==> src/rtl/cla_pipe_adder_if.sv <==
// Valid/ready operand and result bundle for cla_pipe_adder.
// With APPROX_EN defined the bundle also carries the per-transaction i_approx flag.
interface cla_pipe_adder_if #(
   parameter int unsigned WIDTH = 16
);
   logic             i_valid;
   logic             o_ready;
   logic [WIDTH-1:0] i_add1;
   logic [WIDTH-1:0] i_add2;
   logic             i_carry;
`ifdef APPROX_EN
   logic             i_approx;
`endif
   logic             o_valid;
   logic             i_ready;
   logic [WIDTH-1:0] o_result;
   logic             o_carry;

   modport slave (
`ifdef APPROX_EN
      input  i_approx,
`endif
      input  i_valid, i_add1, i_add2, i_carry, i_ready,
      output o_ready, o_valid, o_result, o_carry
   );

   modport master (
`ifdef APPROX_EN
      output i_approx,
`endif
      output i_valid, i_add1, i_add2, i_carry, i_ready,
      input  o_ready, o_valid, o_result, o_carry
   );
endinterface

==> src/rtl/cla_pipe_adder.sv <==
// Pipelined carry-lookahead adder: one BLK-bit CLA slice per stage, elastic valid/ready flow.
// Define APPROX_EN to add i_approx (lower-part-OR approximation of the low APPROX_BITS bits).
module cla_pipe_adder #(
   parameter int unsigned WIDTH       = 16,
   parameter int unsigned BLK         = 4,
   parameter int unsigned APPROX_BITS = 4
) (
   input logic             i_clk,
   input logic             i_rst_n,
   cla_pipe_adder_if.slave bus
);

   localparam int unsigned STAGES = WIDTH / BLK;

   if (BLK == 0 || (WIDTH % BLK) != 0) begin : g_bad_blk
      $error("cla_pipe_adder: WIDTH must be a non-zero multiple of BLK");
   end
   if (APPROX_BITS > WIDTH) begin : g_bad_approx
      $error("cla_pipe_adder: APPROX_BITS must not exceed WIDTH");
   end

   logic             adv;
   logic             run_q, run_d;
   logic             last_vld;
   logic             last_cy;
   logic [WIDTH-1:0] last_sum;

   // Whole pipe shifts together whenever the output slot is free or being consumed.
   assign adv         = ~last_vld | bus.i_ready;
   assign run_d       = 1'b1;
   assign bus.o_ready = adv & run_q;

   always_ff @(posedge i_clk or negedge i_rst_n) begin
      if (!i_rst_n) run_q <= 1'b0;
      else          run_q <= run_d;
   end

   for (genvar s = 0; s < int'(STAGES); s++) begin : g_st
      localparam int unsigned LO   = s * BLK;
      localparam int unsigned OPW  = WIDTH - LO;
      localparam int unsigned SW   = LO + BLK;
      localparam bit          LAST = (s == int'(STAGES) - 1);

      logic           vld_in;
      logic           c_in;
      logic [OPW-1:0] a_in;
      logic [OPW-1:0] b_in;
      logic [BLK-1:0] slice;
      logic           c_out;
      logic [SW-1:0]  sum_new;
      logic           vld_q, vld_d;
      logic           cy_q, cy_d;
      logic [SW-1:0]  sum_q, sum_d;
`ifdef APPROX_EN
      logic           apx_in;
`endif

      if (s == 0) begin : g_src
         assign vld_in  = bus.i_valid & bus.o_ready;
         assign a_in    = bus.i_add1;
         assign b_in    = bus.i_add2;
         assign c_in    = bus.i_carry;
         assign sum_new = slice;
`ifdef APPROX_EN
         assign apx_in  = bus.i_approx;
`endif
      end else begin : g_src
         assign vld_in  = g_st[s-1].vld_q;
         assign a_in    = g_st[s-1].g_ops.a_q;
         assign b_in    = g_st[s-1].g_ops.b_q;
         assign c_in    = g_st[s-1].cy_q;
         assign sum_new = {slice, g_st[s-1].sum_q};
`ifdef APPROX_EN
         assign apx_in  = g_st[s-1].g_ops.apx_q;
`endif
      end

      // Ripple-lookahead carries across the slice: c[i+1] = G[i] | P[i]&c[i].
      always_comb begin : p_slice
         logic carry;
         logic g;
         logic p;
         carry = c_in;
         slice = '0;
         g     = 1'b0;
         p     = 1'b0;
         for (int i = 0; i < int'(BLK); i++) begin
            g        = a_in[i] & b_in[i];
            p        = a_in[i] | b_in[i];
            slice[i] = a_in[i] ^ b_in[i] ^ carry;
            carry    = g | (p & carry);
`ifdef APPROX_EN
            // Approximate low part: OR sum, carry chain cut except out of the top approx bit.
            if (apx_in && (int'(LO) + i < int'(APPROX_BITS))) begin
               slice[i] = p;
               carry    = (int'(LO) + i == int'(APPROX_BITS) - 1) ? g : 1'b0;
            end
`endif
         end
         c_out = carry;
      end

      // Bubbles advance only the valid bit so the last stage keeps its last real result.
      always_comb begin : p_next
         vld_d = vld_q;
         cy_d  = cy_q;
         sum_d = sum_q;
         if (adv) begin
            vld_d = vld_in;
            if (vld_in) begin
               cy_d  = c_out;
               sum_d = sum_new;
            end
         end
      end

      always_ff @(posedge i_clk or negedge i_rst_n) begin
         if (!i_rst_n) begin
            vld_q <= 1'b0;
            cy_q  <= 1'b0;
            sum_q <= '0;
         end else begin
            vld_q <= vld_d;
            cy_q  <= cy_d;
            sum_q <= sum_d;
         end
      end

      if (!LAST) begin : g_ops
         logic [OPW-BLK-1:0] a_q, a_d;
         logic [OPW-BLK-1:0] b_q, b_d;
`ifdef APPROX_EN
         logic               apx_q, apx_d;
`endif

         // Skew: unconsumed operand slices ride along with their transaction.
         always_comb begin : p_ops_next
            a_d = a_q;
            b_d = b_q;
`ifdef APPROX_EN
            apx_d = apx_q;
`endif
            if (adv && vld_in) begin
               a_d = a_in[OPW-1:BLK];
               b_d = b_in[OPW-1:BLK];
`ifdef APPROX_EN
               apx_d = apx_in;
`endif
            end
         end

         always_ff @(posedge i_clk or negedge i_rst_n) begin
            if (!i_rst_n) begin
               a_q <= '0;
               b_q <= '0;
`ifdef APPROX_EN
               apx_q <= 1'b0;
`endif
            end else begin
               a_q <= a_d;
               b_q <= b_d;
`ifdef APPROX_EN
               apx_q <= apx_d;
`endif
            end
         end
      end
   end

   assign last_vld     = g_st[STAGES-1].vld_q;
   assign last_cy      = g_st[STAGES-1].cy_q;
   assign last_sum     = g_st[STAGES-1].sum_q;
   assign bus.o_valid  = last_vld;
   assign bus.o_result = last_sum;
   assign bus.o_carry  = last_cy;

endmodule
==> src/flat_wrapper.sv <==
// flat-port wrapper written by rule: the top's interface ports become plain ports
module cla_pipe_adder_flat 
#(
   parameter int unsigned WIDTH       = 16,
   parameter int unsigned BLK         = 4,
   parameter int unsigned APPROX_BITS = 4
)
  (i_clk, i_rst_n, bus_i_valid, bus_i_add1, bus_i_add2, bus_i_carry, bus_i_ready, bus_o_ready, bus_o_valid, bus_o_result, bus_o_carry);
  cla_pipe_adder_if #(.WIDTH(WIDTH)) bus_i ();
  input logic i_clk;
  input logic i_rst_n;
  input wire logic [$bits(bus_i.i_valid)-1:0] bus_i_valid;
  input wire logic [$bits(bus_i.i_add1)-1:0] bus_i_add1;
  input wire logic [$bits(bus_i.i_add2)-1:0] bus_i_add2;
  input wire logic [$bits(bus_i.i_carry)-1:0] bus_i_carry;
  input wire logic [$bits(bus_i.i_ready)-1:0] bus_i_ready;
  output wire logic [$bits(bus_i.o_ready)-1:0] bus_o_ready;
  output wire logic [$bits(bus_i.o_valid)-1:0] bus_o_valid;
  output wire logic [$bits(bus_i.o_result)-1:0] bus_o_result;
  output wire logic [$bits(bus_i.o_carry)-1:0] bus_o_carry;
  assign bus_i.i_valid = bus_i_valid;
  assign bus_i.i_add1 = bus_i_add1;
  assign bus_i.i_add2 = bus_i_add2;
  assign bus_i.i_carry = bus_i_carry;
  assign bus_i.i_ready = bus_i_ready;
  assign bus_o_ready = bus_i.o_ready;
  assign bus_o_valid = bus_i.o_valid;
  assign bus_o_result = bus_i.o_result;
  assign bus_o_carry = bus_i.o_carry;
  cla_pipe_adder #(.WIDTH(WIDTH), .BLK(BLK), .APPROX_BITS(APPROX_BITS)) u_core (.i_clk(i_clk), .i_rst_n(i_rst_n), .bus(bus_i));
endmodule
==> config.mk <==
export PLATFORM = sky130hd
export DESIGN_NAME = cla_pipe_adder_flat
export DESIGN_NICKNAME = d
export VERILOG_FILES = /design/src/rtl/cla_pipe_adder_if.sv /design/src/rtl/cla_pipe_adder.sv /design/src/flat_wrapper.sv
export SDC_FILE = /design/constraint.sdc
export NUM_CORES = 1
export LEC_CHECK = 0
export ABC_AREA = 1
export CAP_MARGIN = 20
export CELL_PAD_IN_SITES_DETAIL_PLACEMENT = 0
export CELL_PAD_IN_SITES_GLOBAL_PLACEMENT = 1
export CORE_MARGIN = 5
export CORE_UTILIZATION = 47
export CTS_BUF_LIST = sky130_fd_sc_hd__clkbuf_4 sky130_fd_sc_hd__clkbuf_8
export DETAILED_ROUTE_END_ITERATION = 7
export PLACE_DENSITY_LB_ADDON = 0.1
export SLEW_MARGIN = 20
export SYNTH_ARGS = -nofsm -noshare
export SYNTH_HDL_FRONTEND = slang
export SYNTH_SLANG_ARGS = --single-unit
==> constraint.sdc <==
create_clock -name i_clk -period 5.6 [get_ports i_clk]
set_clock_uncertainty 0.2 [all_clocks]
set_input_delay 0.84 -clock i_clk [delete_from_list [all_inputs] [get_ports i_clk]]
set_output_delay 0.84 -clock i_clk [all_outputs]
set_load 0.01 [all_outputs]
==> summary.md <==
- area taken by multi-input logic gates: 1570 sq um
- Crit Reg-Reg Endpoint: u_core.bus.o_result[15]
- critical path endpoint: bus_o_ready
- drt first pass iters: 4
- mean post-synth cell area: 9.659 sq um
- clock latency at the later pin of the worst-skew pair: 0.36 ns
- area taken by flip-flops and latches: 2427 sq um
- number of unique standard cell types used by synthesis: 15
- measured slew at the worst slew-check pin: 0.9658 ns
- number of synthesized register bits: 97
- top cell type by total area after synthesis: sky130_fd_sc_hd__dfrtp_1
- number of gates given a new drive strength after cts: 0
- wire length of the first global-routing pass: 13930 microns
- via total after detailed routing: 3016
- dominant synthesized flop cell: sky130_fd_sc_hd__dfrtp_1
- Worst Reg2Reg Path Length in Cells: 6
- post-CTS setup buffer count: 0
- maximum net fanout on the critical path: 31
- Syn Std Cell Area: 4240 sq um
- clock transition time at the flip-flop clock pins of the worst setup and hold paths: 0.10 ns
- Die X-Extent: 105.0 microns
- worst setup path startpoint: u_core.run_q
- number of antenna violations at the first check in global routing: 0
- peak supply drop: 0.1722 mV
- Initial Utilization: 48.39%
- maximum clock path buffer count: 2
- count of filler cells inserted in the layout: 833
- async set-reset flop share out of synthesis: 100.0%
- portion of the post-synthesis area used by sequential elements: 57.24%
- Ports: 56
- setup repair after global routing missed its margin: false
- startpoint of the worst-slack reg-to-reg timing path: u_core.g_st[2].g_ops.b_q[0]
- Tcrit/Tclk final: 57.33%
- Rows: 34
- number of CTS-inserted buffers: 9
- htree depth: 3
- synthesized instance count: 439
- net total in the final layout: 531
- Critical Path End Type: primary output
- number of flops mapped to enable cells by yosys: 0
- Port Buffer Count: 55
- summed negative setup slack over all endpoints: 0 ns
- chip height: 105.0 microns
- Antenna Violating Nets Remaining: 0
- critical path required time: 4.56 ns
- Fmax: 311.5 MHz
- wire length per cell: 13.45 microns
- layout overhead on the synthesized area: 16.20%
- Initial DRC Count: 167
- number of pins with negative max-slew slack in the final report: 0
- hold buffer count at CTS: 0
- Yosys top cell area share: 57.24%
- Max-Slew Margin vs Limit: 35.61%
- FF-to-FF setup slack: 2.81 ns
- global route total overflow: 0
- Clock Sink Count: 97
- global-route total usage across every layer: 15.28%
- die outline area: 11020 sq um
- total power divided by cell area: 458.4 nW/um^2
- most used standard cell by instance count after synthesis: sky130_fd_sc_hd__nand2_1
- setup-violating endpoint count in the final report: 0
- gp weighted congestion: 0.7266
- WHS: 0.2557 ns
- Clock Tree Root: sky130_fd_sc_hd__clkbuf_8
- Post-DP HPWL: 5383 microns
- syn_nets: 492
- number of hold violations in the final report: 0
- most common library cells after synthesis: sky130_fd_sc_hd__nand2_1 (186), sky130_fd_sc_hd__dfrtp_1 (97), sky130_fd_sc_hd__nand3_1 (64)
- worst setup path class: reg -> out
- DR DRC count: 0
- # Max-Cap Violations: 0
- minimum period implied by the final worst setup slack: 3.210 ns
- CTS tree: built
- maximum number of pins on one net before global-route repair: 53
- via count of the first global-routing pass: 2995
- P_leak: 2.514 nW
- core footprint: 8763 sq um
- Yosys warnings: 0
- data arrival time of the worst path: 2.17 ns
- Diodes inserted: 0
- path class of the lowest-slack min-delay path: in -> async
- kind of launch point of the worst setup path: flop
- outcome: finished, final reports clean
- via/cell ratio: 5.103
- share of final-layout standard cells stronger than drive strength 1: 5.176%
- Final Routed Wirelength: 7949 microns
- cell types with the largest area share after synthesis: sky130_fd_sc_hd__dfrtp_1 (57%), sky130_fd_sc_hd__nand2_1 (16%), sky130_fd_sc_hd__fa_1 (7.6%), sky130_fd_sc_hd__nand3_1 (7.6%), sky130_fd_sc_hd__nand4_1 (4.3%)
==> worst min-delay path by stage <==
stage / startpoint / slack (ns) / to / depth (start not counted)
5_1_grt: u_core.bus.o_result[1] / 0.30 / u_core.bus.o_result[1] / 2
6_report: i_rst_n / 0.26 / u_core.g_st[2].g_ops.a_q[1] / 1
3_5_place_dp: u_core.bus.o_result[1] / 0.26 / u_core.bus.o_result[1] / 2
4_1_cts: i_rst_n / 0.28 / u_core.g_st[2].g_ops.a_q[1] / 1
2_1_floorplan: u_core.g_st[1].cy_q / 0.24 / u_core.g_st[1].cy_q / 2
3_3_place_gp: u_core.bus.o_result[13] / 0.25 / u_core.bus.o_result[13] / 2
==> layout by cell type, fill, tap and decap left out, drive strengths merged, types with 5 or more instances in the layout <==
cell | Yosys | layout
nand2 | 189 | 189
dfrtp | 97 | 97
nand3 | 64 | 64
clkdlybuf4s50 | 0 | 54
nand4 | 29 | 29
fa | 16 | 16
inv | 8 | 11
clkbuf | 1 | 9
buf | 30 | 5
==> per-stage QoR <==
step,setup WS (ns),total power [mW],area (sq um),instances,utilization [%]
after floorplan,2.689,1.618,4240,439,-
after global placement,2.179,1.832,4736,575,54.04
after detailed placement,2.138,1.861,4736,575,54.04
after CTS,2.387,2.290,4922,591,56.17
after global routing,2.284,2.453,4927,591,56.23
final,2.390,2.259,4927,591,56.23
==> report_power, final <==
part	total, mW	internal, mW	switching, mW	leakage, nW
clock network	0.428	0.170	0.258	0.0923
logic	0.671	0.309	0.362	1.19
registers	1.16	0.962	0.198	1.23
==> cell type report <==
type,count,share of cell area (%)
inverter,8,0.6094
tap,108,2.743
multi-input combinational,303,31.87
sequential,97,49.26
timing repair buffer,59,11.73
clock buffer,9,2.514
clock inverter,7,1.270
==> worst max-delay path: stages, from the launching register on <==
cell,delay (ns)
sky130_fd_sc_hd__dfrtp_1,0.99
sky130_fd_sc_hd__a21boi_0,0.25
sky130_fd_sc_hd__clkdlybuf4s50_1,0.56
==> routing by layer <==
layer	vias to the layer above	global-route usage, %	share of wire (%)
li1	1506	-	-
met5	-	0	0
met1	1430	21.61	49
met3	9	3.329	4.8
met2	71	23.47	45
met4	0	5.205	1.2
==> cell families (layout without fill, tap and decap cells) <==
family / count (synthesis) / after routing / share of synthesized area (%)
AND/OR/NAND/NOR: 282 / 282 / 28.74
flip-flops: 97 / 97 / 57.24
buffers and inverters: 39 / 83 / 5.842
adder cells (fa/ha/maj): 16 / 16 / 7.554
AO/OA/AOI/OAI: 4 / 4 / 0.5311
other: 1 / 1 / 0.08844
==> sequential cells by signal, summed over array words and instances (netlist names) <==
| register | count |
|---|---|
| u_core.g_st.g_ops.a_q | 24 |
| u_core.g_st.g_ops.b_q | 24 |
| u_core.g_st.sum_q | 24 |
| u_core.bus.o_result | 16 |
| u_core.g_st.cy_q | 3 |
| u_core.g_st.vld_q | 3 |
| u_core.bus.o_carry | 1 |
| u_core.bus.o_valid | 1 |
| u_core.run_q | 1 |
Note: power is estimated with default switching activity, not from simulation.
